--- config.mk ---
export PLATFORM = sky130hd
export DESIGN_NAME = cpu_6502_rmw_seq
export DESIGN_NICKNAME = d
export VERILOG_FILES = /design/src/rtl/cpu_6502_rmw_seq.sv
export SDC_FILE = /design/constraint.sdc
export NUM_CORES = 1
export LEC_CHECK = 0
export ABC_AREA = 1
export CAP_MARGIN = 30
export CELL_PAD_IN_SITES_DETAIL_PLACEMENT = 1
export CELL_PAD_IN_SITES_GLOBAL_PLACEMENT = 2
export CORE_MARGIN = 5
export CORE_UTILIZATION = 33
export DETAILED_ROUTE_END_ITERATION = 16
export DONT_BUFFER_PORTS = 1
export HOLD_SLACK_MARGIN = 0.02
export PLACE_DENSITY_LB_ADDON = 0.1
export REMOVE_ABC_BUFFERS = 1
export SYNTH_ARGS = -nofsm -noshare
export SYNTH_HDL_FRONTEND = slang
export SYNTH_SLANG_ARGS = --single-unit
export TNS_END_PERCENT = 1
--- constraint.sdc ---
create_clock -name i_clk -period 2.4 [get_ports i_clk]
set_input_delay 0.36 -clock i_clk [delete_from_list [all_inputs] [get_ports i_clk]]
set_output_delay 0.36 -clock i_clk [all_outputs]
set_load 0.01 [all_outputs]
--- src/rtl/cpu_6502_rmw_seq.sv ---
// Read-modify-write sequencer: READ -> DUMMY_WR -> WRITE -> DONE, o_done 4 cycles after start with no stalls.
// Backpressure: i_mem_ready low holds the current access (strobe, address, data) for that cycle.

typedef enum logic [3:0] {
  ALU_AND = 4'd0,
  ALU_ORA = 4'd1,
  ALU_EOR = 4'd2,
  ALU_ADC = 4'd3,
  ALU_SBC = 4'd4,
  ALU_ASL = 4'd5,
  ALU_LSR = 4'd6,
  ALU_ROL = 4'd7,
  ALU_ROR = 4'd8
} alu_op_t;

module cpu_6502_rmw_seq (
  input  logic        i_clk,
  input  logic        i_reset,
  input  logic        i_start,
  input  logic [2:0]  i_op,
  input  logic [15:0] i_addr,
  input  logic        i_carry,
  output logic        o_busy,
  output logic [15:0] o_mem_addr,
  output logic        o_mem_rd,
  output logic        o_mem_wr,
  output logic [7:0]  o_mem_wdata,
  input  logic [7:0]  i_mem_rdata,
  input  logic        i_mem_ready,
  output alu_op_t     o_alu_op,
  output logic [7:0]  o_alu_lhs,
  output logic [7:0]  o_alu_rhs,
  output logic        o_alu_carry,
  output logic        o_alu_bcd,
  input  logic [7:0]  i_alu_result,
  input  logic        i_alu_carry,
  output logic        o_done,
  output logic [7:0]  o_result,
  output logic        o_flag_n,
  output logic        o_flag_z,
  output logic        o_flag_c,
  output logic        o_update_c
);

  typedef enum logic [2:0] {S_IDLE, S_READ, S_DUMMY_WR, S_WRITE, S_DONE} state_t;

  state_t      state_q, state_d;
  logic [2:0]  op_q, op_d;
  logic [15:0] addr_q, addr_d;
  logic        cin_q, cin_d;
  logic [7:0]  operand_q, operand_d;
  logic [7:0]  alu_res_q, alu_res_d;
  logic        alu_cout_q, alu_cout_d;
  logic        busy_q, busy_d, rd_q, rd_d, wr_q, wr_d, done_q, done_d;
  logic [7:0]  wdata_q, wdata_d;
  alu_op_t     alu_op_q, alu_op_d;
  logic [7:0]  alu_lhs_q, alu_lhs_d, alu_rhs_q, alu_rhs_d;
  logic        alu_carry_q, alu_carry_d;
  logic [7:0]  result_q, result_d;
  logic        flag_n_q, flag_n_d, flag_z_q, flag_z_d, flag_c_q, flag_c_d;
  logic        update_c_q, update_c_d;
  logic        is_shift;

  assign is_shift = (op_q <= 3'd3);

  always_comb begin
    state_d    = state_q;
    op_d       = op_q;
    addr_d     = addr_q;
    cin_d      = cin_q;
    operand_d  = operand_q;
    alu_res_d  = alu_res_q;
    alu_cout_d = alu_cout_q;
    result_d   = result_q;
    flag_n_d   = flag_n_q;
    flag_z_d   = flag_z_q;
    flag_c_d   = flag_c_q;
    update_c_d = update_c_q;

    case (state_q)
      S_IDLE: begin
        if (i_start && (i_op <= 3'd5)) begin
          state_d = S_READ;
          op_d    = i_op;
          addr_d  = i_addr;
          cin_d   = i_carry;
        end
      end
      S_READ: begin
        if (i_mem_ready) begin
          operand_d = i_mem_rdata;
          state_d   = S_DUMMY_WR;
        end
      end
      S_DUMMY_WR: begin
        if (i_mem_ready) begin
          alu_res_d  = i_alu_result;
          alu_cout_d = i_alu_carry;
          state_d    = S_WRITE;
        end
      end
      S_WRITE: begin
        if (i_mem_ready) begin
          state_d    = S_DONE;
          result_d   = alu_res_q;
          flag_n_d   = alu_res_q[7];
          flag_z_d   = (alu_res_q == 8'h00);
          // INC/DEC leave C untouched, so the flag logic sees the old value
          flag_c_d   = is_shift ? alu_cout_q : cin_q;
          update_c_d = is_shift;
        end
      end
      S_DONE:  state_d = S_IDLE;
      default: state_d = S_IDLE;
    endcase
  end

  // Outputs are registered from the next state so they line up with state_q.
  always_comb begin
    busy_d      = (state_d != S_IDLE);
    rd_d        = (state_d == S_READ);
    wr_d        = (state_d == S_DUMMY_WR) || (state_d == S_WRITE);
    done_d      = (state_d == S_DONE);
    wdata_d     = 8'h00;
    alu_op_d    = ALU_AND;
    alu_lhs_d   = 8'h00;
    alu_rhs_d   = 8'h00;
    alu_carry_d = 1'b0;

    if (state_d == S_DUMMY_WR) begin
      wdata_d   = operand_d;
      alu_lhs_d = operand_d;
      case (op_d)
        3'd0:    begin alu_op_d = ALU_ASL; alu_carry_d = cin_d; end
        3'd1:    begin alu_op_d = ALU_LSR; alu_carry_d = cin_d; end
        3'd2:    begin alu_op_d = ALU_ROL; alu_carry_d = cin_d; end
        3'd3:    begin alu_op_d = ALU_ROR; alu_carry_d = cin_d; end
        3'd4:    begin alu_op_d = ALU_ADC; alu_rhs_d = 8'h01; end
        default: begin alu_op_d = ALU_ADC; alu_rhs_d = 8'hFF; end
      endcase
    end else if (state_d == S_WRITE) begin
      wdata_d = alu_res_d;
    end
  end

  always_ff @(posedge i_clk or posedge i_reset) begin
    if (i_reset) begin
      state_q     <= S_IDLE;
      op_q        <= 3'd0;
      addr_q      <= 16'h0000;
      cin_q       <= 1'b0;
      operand_q   <= 8'h00;
      alu_res_q   <= 8'h00;
      alu_cout_q  <= 1'b0;
      busy_q      <= 1'b0;
      rd_q        <= 1'b0;
      wr_q        <= 1'b0;
      done_q      <= 1'b0;
      wdata_q     <= 8'h00;
      alu_op_q    <= ALU_AND;
      alu_lhs_q   <= 8'h00;
      alu_rhs_q   <= 8'h00;
      alu_carry_q <= 1'b0;
      result_q    <= 8'h00;
      flag_n_q    <= 1'b0;
      flag_z_q    <= 1'b0;
      flag_c_q    <= 1'b0;
      update_c_q  <= 1'b0;
    end else begin
      state_q     <= state_d;
      op_q        <= op_d;
      addr_q      <= addr_d;
      cin_q       <= cin_d;
      operand_q   <= operand_d;
      alu_res_q   <= alu_res_d;
      alu_cout_q  <= alu_cout_d;
      busy_q      <= busy_d;
      rd_q        <= rd_d;
      wr_q        <= wr_d;
      done_q      <= done_d;
      wdata_q     <= wdata_d;
      alu_op_q    <= alu_op_d;
      alu_lhs_q   <= alu_lhs_d;
      alu_rhs_q   <= alu_rhs_d;
      alu_carry_q <= alu_carry_d;
      result_q    <= result_d;
      flag_n_q    <= flag_n_d;
      flag_z_q    <= flag_z_d;
      flag_c_q    <= flag_c_d;
      update_c_q  <= update_c_d;
    end
  end

  assign o_busy      = busy_q;
  assign o_mem_addr  = addr_q;
  assign o_mem_rd    = rd_q;
  assign o_mem_wr    = wr_q;
  assign o_mem_wdata = wdata_q;
  assign o_alu_op    = alu_op_q;
  assign o_alu_lhs   = alu_lhs_q;
  assign o_alu_rhs   = alu_rhs_q;
  assign o_alu_carry = alu_carry_q;
  assign o_alu_bcd   = 1'b0;
  assign o_done      = done_q;
  assign o_result    = result_q;
  assign o_flag_n    = flag_n_q;
  assign o_flag_z    = flag_z_q;
  assign o_flag_c    = flag_c_q;
  assign o_update_c  = update_c_q;

endmodule

==> results of run 1 <==
[final timing paths]
check                            start       endpoint  slack, ns  depth (start not counted)
max reg2reg                 state_q[2]    o_alu_op[1]       0.60                          8
min in group asynchronous      i_reset  o_mem_addr[4]       0.50                          2
min reg2reg                 alu_cout_q     alu_cout_q       0.49                          2
min                        i_mem_ready       o_mem_rd       0.13                          1
max in group asynchronous      i_reset         o_busy       1.27                          3
max                         state_q[2]    o_alu_op[1]       0.60                          8
[layout by cell type (no fill, tap or decap), types with 2 or more instances in the layout]
cell type / netlist / layout
nand2_1: 109 / 109
nor3_2: 2 / 2
clkinv_2: 0 / 3
nand3_1: 8 / 8
dfrtp_1: 78 / 78
clkinv_4: 0 / 2
inv_1: 40 / 39
clkbuf_8: 0 / 9
nand4_1: 4 / 4
nor2_1: 16 / 16
bufinv_16: 0 / 2
nor2_2: 2 / 2
buf_4: 9 / 4
o21ai_1: 11 / 11
o21ai_0: 25 / 25
[layout make-up]
type                       count  area (µm²)
fill                        1080        5800
sequential                    78        1950
multi-input combinational    190         875
inverter                      41         155
tap                          111         139
clock buffer                   9         124
clock inverter                 6        87.6
timing repair buffer           6        60.1
[state kept, by name (all words and copies together) (netlist names), 2 cells and up]
signal	flops
o_mem_wdata	8
alu_res_q	8
operand_q	8
o_result	8
o_alu_lhs	8
o_alu_op	4
state_q	3
o_alu_rhs	2
o_mem_addr	16
op_q	3
[layer usage]
layer	part of all wire, %	vias up	routed length, µm
li1	-	995	-
met1	47	983	3500
met2	44	61	3270
met3	7.3	8	542
met4	1.1	0	85
met5	0	-	0
[critical path, stage by stage (launching register included)]
cell	delay [ns]
dfrtp_1	0.48
nor2_4	0.23
nand2_4	0.10
nor2_8	0.22
nor3_2	0.09
nand2_2	0.39
inv_1	0.08
nand2_1	0.08
inv_1	0.03
[power breakdown]
group | switching, µW | internal (µW) | leakage [µW]
combinational | 884 | 398 | 0.000685
clock | 475 | 580 | 0.000109
sequential | 500 | 1850 | 0.000980
total | 1860 | 2820 | 0.00177
[kinds of logic after synthesis]
logic type             Yosys count
and+or+nand+nor                148
DFF                             78
buffers and inverters           58
AOI/OAI and AO/OA               41
other                            1
[metrics by stage]
stage	utilization, %	instance area (µm²)	setup WS (ns)
floorplan	-	2980	0.0450
global placement	34.5	3170	0.599
detailed placement	34.5	3170	0.576
CTS	36.9	3390	0.561
global route	36.9	3390	0.438
finish	36.9	3390	0.604
==> flow_summary.ini, run 1 <==
[sta]
fmax_mhz = 557
final.setup.tns_ns = 0
setup_viol = 0
fin_crit_ns = 1.80
slew-limit-headroom_pct = 59.1
holdWs_ns = 0.127
finalHoldViolCount = 0
clock_skew_ns = 0.0132
post-route-period-util_pct = 74.8
rsz0062_at_grt = no
slew_viol_final = 0
worst_pin_slew_ns = 0.614

[floorplan]
io_pins = 103
die_w_um = 107
start_util_pct = 33.6
die_area_um2 = 11400
dieHeight_um = 107
core_area_um2 = 9200
rows = 35

[cts]
htree_num_levels = 3
clkLatencyLatePin_ns = 0.34
ctsResizeCount = 0
cts_tree = yes
cts_hold_buf = 1
cts.clk_slew.worst_paths_ns = 0.08
clockBufferDepth = 2
cts_made_buffers = 9
cts.sinks = 78
post_cts_buffers = 0
root_buffer = clkbuf_8

[drt]
drt_iter0_markers = 60
drt_wl_total_um = 7400
drc = 0
route.vias.total = 2047
drt.antenna.violating_nets = 0
routedWlPerCell_um = 16.8
first_pass_iters = 4
viasPerCell = 4.64

[grt]
grt_pass1_wl_um = 12100
grt_overflow_total = 0
grt-busiest-layer = met2
grt_pass1_vias = 2206
use_met1_pct = 18.6
grt_util_all_layers_pct = 13.8
grt_antenna_before_repair = 0
grtUsageMet2_pct = 20.4
grt_max_degree = 51
grt_util_met3_pct = 4.64

[placement]
hpwl_um = 5320
dp_cells = 425
gp_congestion = 0.720
port_buffers = 0

[synth]
synthMuxAreaShare_pct = 0
synth_top_area_share_pct = 63.1
ys.flop_type = dfrtp_1
synth_largest_area_cell = dfrtp_1
synthDistinctLibCells = 28
synth_edf_count = 0
yosys_warnings = 0
synth_top_family_by_area = simple AND/OR/NAND/NOR gates
syn_area_um2 = 3090
synthAdderAreaFrac_pct = 0
synth_seq_cells = 78
synth-simple-area-share_pct = 21.0
ys_seq_area_share_pct = 63.1
synth_common_cells = 109 x nand2_1, 78 x dfrtp_1, 40 x inv_1
syn_inst = 326
synth-compound-area-share_pct = 7.12
synthTopCellsByArea = dfrtp_1 63%, nand2_1 13%, inv_1 4.9%
async_reset_ff_share_pct = 100
postSynthAreaPerCell_um2 = 9.48
synth_xor_area_share_pct = 0
post-synth-top-count-cell = nand2_1

[final_layout]
diodes = 0
final_cells = 441
drive_gt1_share_pct = 10.3
nets = 367
syn_to_final_growth_pct = 9.71

[power]
leakage_uw = 0.00177
power_density_nw_per_um2 = 1380
fin_total_pwr_uw = 4680
max-vdd-ir-drop_mv = 0.363

[setup_path]
crit_path_max_fanout = 23
crit_type = flip-flop to flip-flop
crit_path_end_kind = flip-flop
worstPathRequired_ns = 2.64
cp-start-kind = flip-flop
cp.arrival_ns = 2.04

[run]
cap_violations = 0

[status]
status = finished, final reports clean

[min_path]
min_path_type = input port to flip-flop
Power figures use the tool's default switching activity.
==> run 2, diff against run 1 <==
==> constraint.sdc (replaced) <==
create_clock -name i_clk -period 1.6 [get_ports i_clk]
set_input_delay 0.24 -clock i_clk [delete_from_list [all_inputs] [get_ports i_clk]]
set_output_delay 0.24 -clock i_clk [all_outputs]
set_load 0.01 [all_outputs]
==> flow_summary.ini, run 2 (same netlist as run 1, synthesis figures left out) <==
[grt]
grt_util_all_layers_pct = 14.3
grt_max_degree = 63
grt_antenna_before_repair = 0
grt_pass1_vias = 2318
grt_overflow_total = 0
grt_pass1_wl_um = 12500

[sta]
setup_viol = 0
finalHoldViolCount = 0
fin_crit_ns = 1.51
timing.final.ws_setup_ns = 0.0936
slew_viol_final = 0
fmax_mhz = 664
final.setup.tns_ns = 0
rsz0062_at_grt = yes
clock_skew_ns = 0.00802
post-route-period-util_pct = 94.2

[final_layout]
final_common_cell = nand2_1
drive_gt1_share_pct = 12.3
multiInputGateArea_um2 = 880
final_cell_mix = 109 x nand2_1, 77 x dfrtp_1, 39 x inv_1
largest_reg_flops = 16
diodes = 0
fillers = 1041
seq_area_um2 = 1950
utilization_pct = 40.5
syn_to_final_growth_pct = 20.4
nets = 394
postLayoutCellArea_um2 = 3720

[setup_path]
cp_cell_sequence = nor3_2, nand2_1, nand3_1, nand2_2, buf_12, o21ai_0
r2r_setup_slack_ns = 0.09
max_stage_delay_ns = 0.47
cp-start-kind = flip-flop
worstReg2RegStart = state_q[2]
timing.rr.end = o_mem_wdata[7]
crit_type = flip-flop to flip-flop
cp.arrival_ns = 1.77
crit_path_max_fanout = 16
crit_slowest_cell = dfrtp_2
rr_worst_depth = 6
crit_end = o_mem_wdata[7]
startpoint = state_q[2]
worstPathRequired_ns = 1.86
crit_path_end_kind = flip-flop

[cts]
clockBufferDepth = 2
root_buffer = clkbuf_8
cts_made_buffers = 9
htree_num_levels = 3
cts.sinks = 78
cts.clk_slew.worst_paths_ns = 0.09
cts_tree = yes
clkLatencyLatePin_ns = 0.34

[status]
status = finished, final reports clean

[placement]
port_buffers = 0
pre_cts_slack_ns = -0.00996
gp_congestion = 0.718
hpwl_um = 5290
dpl_cell_area_um2 = 3270

[drt]
drc = 0
first_pass_iters = 4
route.vias.total = 2155
routedWlPerCell_um = 16.1
drt_wl_total_um = 7550
viasPerCell = 4.59
drt.antenna.violating_nets = 0
drt_iter0_markers = 49

[floorplan]
start_util_pct = 33.6
io_pins = 103
die_w_um = 107
dieHeight_um = 107
core_area_um2 = 9200
rows = 35
die_area_um2 = 11400

[power]
max-vdd-ir-drop_mv = 0.597
leakage_uw = 0.00191
power_density_nw_per_um2 = 1990
fin_total_pwr_uw = 7410

[run]
cap_violations = 0

[min_path]
min_path_type = input port to flip-flop
==> run 2: cell count changes in the layout (fill, tap and decap cells not counted), sizes merged <==
cell | before | now
buf | 5 | 13
clkinvlp | 0 | 2
clkinv | 5 | 1
clkbuf | 9 | 10
inv | 40 | 42
dlygate4sd3 | 1 | 20
==> run 2: layout make-up <==
type	instances	share of cell area, %
clock buffer	10	3.70
clock inverter	6	2.49
inverter	41	4.17
multi-input combinational	190	23.6
sequential	78	52.5
tap	111	3.73
timing repair buffer	33	9.78
==> run 2: per-layer routing <==
| metal | up-vias | global-route usage [%] | share of wire, % |
|---|---|---|---|
| met5 | - | 0 | 0 |
| met2 | 60 | 21.2 | 46 |
| met3 | 8 | 4.46 | 7.1 |
| met4 | 0 | 5.75 | 1.3 |
| li1 | 1053 | - | - |
| met1 | 1034 | 19.4 | 46 |
==> run 2: worst min path at each step <==
stage               startpoint      endpoint  slack, ns  depth (start not counted)
6_report       i_alu_result[7]  alu_res_q[7]       0.06                          2
5_1_grt        i_alu_result[1]  alu_res_q[1]       0.04                          2
4_1_cts        i_alu_result[2]  alu_res_q[2]       0.04                          2
3_5_place_dp           i_reset  o_alu_lhs[2]       0.09                          1
3_3_place_gp           i_reset  o_alu_lhs[2]       0.09                          1
2_1_floorplan      i_mem_ready      o_mem_rd       0.34                          1
==> run 2: metrics by stage <==
stage               instances  hold slack [ns]
finish                    469           0.0630
global route              469           0.0449
CTS                       469           0.0413
detailed placement        432           0.0894
global placement          432           0.0868
floorplan                 309            0.342
==> run 2: worst max-delay path, delay by kind of cell, from the launching register on <==
kind | cells | cell delay (ns)
AOI/OAI and AO/OA | 1 | 0.16
buffers and inverters | 1 | 0.16
and+or+nand+nor | 4 | 0.64
DFF | 1 | 0.47
==> run 2: where the power goes <==
part | switching, µW | total [µW] | internal (µW) | leakage [µW]
Combinational | 1430 | 2270 | 840 | 0.000826
Sequential | 692 | 3460 | 2770 | 0.000978
Clock | 749 | 1680 | 932 | 0.000110
==> run 2: repair_timing <==
| item | CTS | global route |
|---|---|---|
| endpoints found under the setup margin | 1 | 16 |
| buffers inserted | 1 | 0 |
| pin swaps | 1 | 0 |
| resized for setup | 0 | 6 |
| endpoints found under the hold margin | 35 | 0 |
| hold buffers | 20 | 0 |
==> run 3, diff against run 2 <==
--- a/config.mk
+++ b/config.mk
@@ -5,12 +5,12 @@
 export SDC_FILE = /design/constraint.sdc
 export NUM_CORES = 1
 export LEC_CHECK = 0
-export ABC_AREA = 1
 export CAP_MARGIN = 30
 export CELL_PAD_IN_SITES_DETAIL_PLACEMENT = 1
 export CELL_PAD_IN_SITES_GLOBAL_PLACEMENT = 2
 export CORE_MARGIN = 5
-export CORE_UTILIZATION = 33
+export CORE_UTILIZATION = 35
+export CTS_CLUSTER_DIAMETER = 100
 export DETAILED_ROUTE_END_ITERATION = 16
 export DONT_BUFFER_PORTS = 1
 export HOLD_SLACK_MARGIN = 0.02
==> flow_summary.ini, run 3 <==
[power]
power_density_nw_per_um2 = 2040
leakage_uw = 0.00169
max-vdd-ir-drop_mv = 0.514

[sta]
fmax_mhz = 664
holdWs_ns = 0.0405
worst_pin_slew_ns = 0.622
timing.final.ws_setup_ns = 0.0950
clock_skew_ns = 0.0133
fin_crit_ns = 1.50
rsz0062_at_grt = yes
finalHoldViolCount = 0
post-route-period-util_pct = 94.1
setup_viol = 0
slew_viol_final = 0
slew-limit-headroom_pct = 58.6

[final_layout]
final_cells = 369
nets = 298
syn_to_final_growth_pct = 14.7
final_common_cell = dfrtp_1
diodes = 0
utilization_pct = 40.8
final_cell_mix = 75 x dfrtp_1, 32 x nand2_1, 21 x inv_1
drive_gt1_share_pct = 25.3
largest_reg_flops = 16

[setup_path]
startpoint = state_q[2]
crit_path_max_fanout = 8
crit_type = flip-flop to flip-flop
worstPathRequired_ns = 1.82
cp.arrival_ns = 1.72
crit_path_end_kind = flip-flop
worstReg2RegStart = state_q[2]
cp-start-kind = flip-flop

[synth]
ys.flop_type = dfrtp_1
yosys_warnings = 0
post-synth-top-count-cell = dfrtp_1
synth_seq_cells = 78
synth_largest_area_cell = dfrtp_1
synth_common_cells = 78 x dfrtp_1, 32 x nand2_1, 22 x inv_1
syn_inst = 244
ys_seq_area_share_pct = 63.6
synth_edf_count = 0
async_reset_ff_share_pct = 100
syn_area_um2 = 3070
synth_top_area_share_pct = 63.6
postSynthAreaPerCell_um2 = 12.6
synthDistinctLibCells = 38
synthTopCellsByArea = dfrtp_1 64%, mux2i_1 5.9%, mux2_2 4.4%

[min_path]
hp-start = i_mem_rdata[6]
min_path_type = input port to flip-flop

[grt]
grt_pass1_vias = 2016
grt_overflow_total = 0
grt_max_degree = 64
grt_pass1_wl_um = 10900
grt_antenna_before_repair = 0
grt_util_all_layers_pct = 13.0

[status]
status = finished, final reports clean

[placement]
gp_congestion = 0.736
port_buffers = 0
hpwl_um = 4750
dp_cells = 348
pre_cts_slack_ns = 0.0470

[cts]
clkLatencyLatePin_ns = 0.34
htree_num_levels = 3
cts.sinks = 78
cts.clk_slew.worst_paths_ns = 0.08
cts_made_buffers = 9
cts_tree = yes
root_buffer = clkbuf_8
clockBufferDepth = 2
post_cts_buffers = 0

[drt]
drt_wl_total_um = 6740
viasPerCell = 4.86
route.vias.total = 1792
routedWlPerCell_um = 18.3
first_pass_iters = 4
drt.antenna.violating_nets = 0
drc = 0
drt_iter0_markers = 43

[floorplan]
core_area_um2 = 8640
io_pins = 103
rows = 34
dieHeight_um = 104
start_util_pct = 35.6
die_area_um2 = 10700
die_w_um = 104

[run]
cap_violations = 0
==> run 3: cell count changes in the layout (fill, tap and decap cells not counted), moves of 10 or more <==
cell and delta:
nand2_1 -77, inv_1 -18, o21ai_0 -17, dlygate4sd3_1 -14, o21ai_1 -14, mux2_2 +12
mux2i_1 +10
==> run 3: metal layers <==
layer	part of all wire, %	vias to the layer above	GRT usage [%]
li1	-	815	-
met1	41	905	15.0
met2	48	62	20.5
met3	10	10	5.85
met4	1.2	0	6.11
met5	0	-	0
==> run 3: path summary, 6_finish.rpt <==
check | endpoint | slack [ns] | cells after the start
max reg2reg | o_mem_wdata[2] | 0.1 | 5
min in group asynchronous | o_result[4] | 0.28 | 2
min | operand_q[6] | 0.04 | 2
max in group asynchronous | state_q[0] | 0.67 | 3
min reg2reg | operand_q[4] | 0.50 | 2
max | o_mem_wdata[2] | 0.1 | 5
==> run 3: worst max-delay path: stages (launching register included) <==
cell and delay (ns):
dfrtp_2 0.44, nand2b_1 0.23, nor2_4 0.16, buf_12 0.15, mux2i_2 0.27, o22ai_1 0.12
==> run 3: final cells by class <==
class / count / area (µm²)
Inverter: 24 / 91.3
Fill cell: 934 / 5110
Multi-Input combinational cell: 126 / 940
Timing Repair Buffer: 18 / 200
Sequential cell: 78 / 1960
Clock buffer: 12 / 155
Tap cell: 108 / 135
Clock inverter: 3 / 43.8
==> run 3: kinds of logic after synthesis <==
family | share of synthesized area, %
other | 0.122
muxes | 13.7
xor gates and xnor gates | 0.571
DFF | 63.6
buffers and inverters | 6.80
AOI/OAI and AO/OA | 4.56
and+or+nand+nor | 10.7
==> run 3: repair_timing <==
| item | 4_1_cts | 5_1_grt |
|---|---|---|
| endpoints found under the setup margin | 0 | 31 |
| hold buffers | 5 | 1 |
| hold endpoints to repair | 19 | 1 |
| gates resized for setup | 0 | 11 |
==> run 3: stage by stage <==
stage,power (µW),cell area [µm²],TNS [ns]
floorplan,4960,2950,-49.81
global placement,5680,3230,0
detailed placement,5720,3230,0
CTS,7260,3480,0
global route,7710,3520,-0.0138
finish,7200,3520,0
==> run 3: power by group <==
part | internal (µW) | switching [µW] | total (µW)
Sequential | 2830 | 874 | 3700
Clock | 799 | 698 | 1500
Combinational | 1000 | 996 | 2000
Total | 4630 | 2570 | 7200
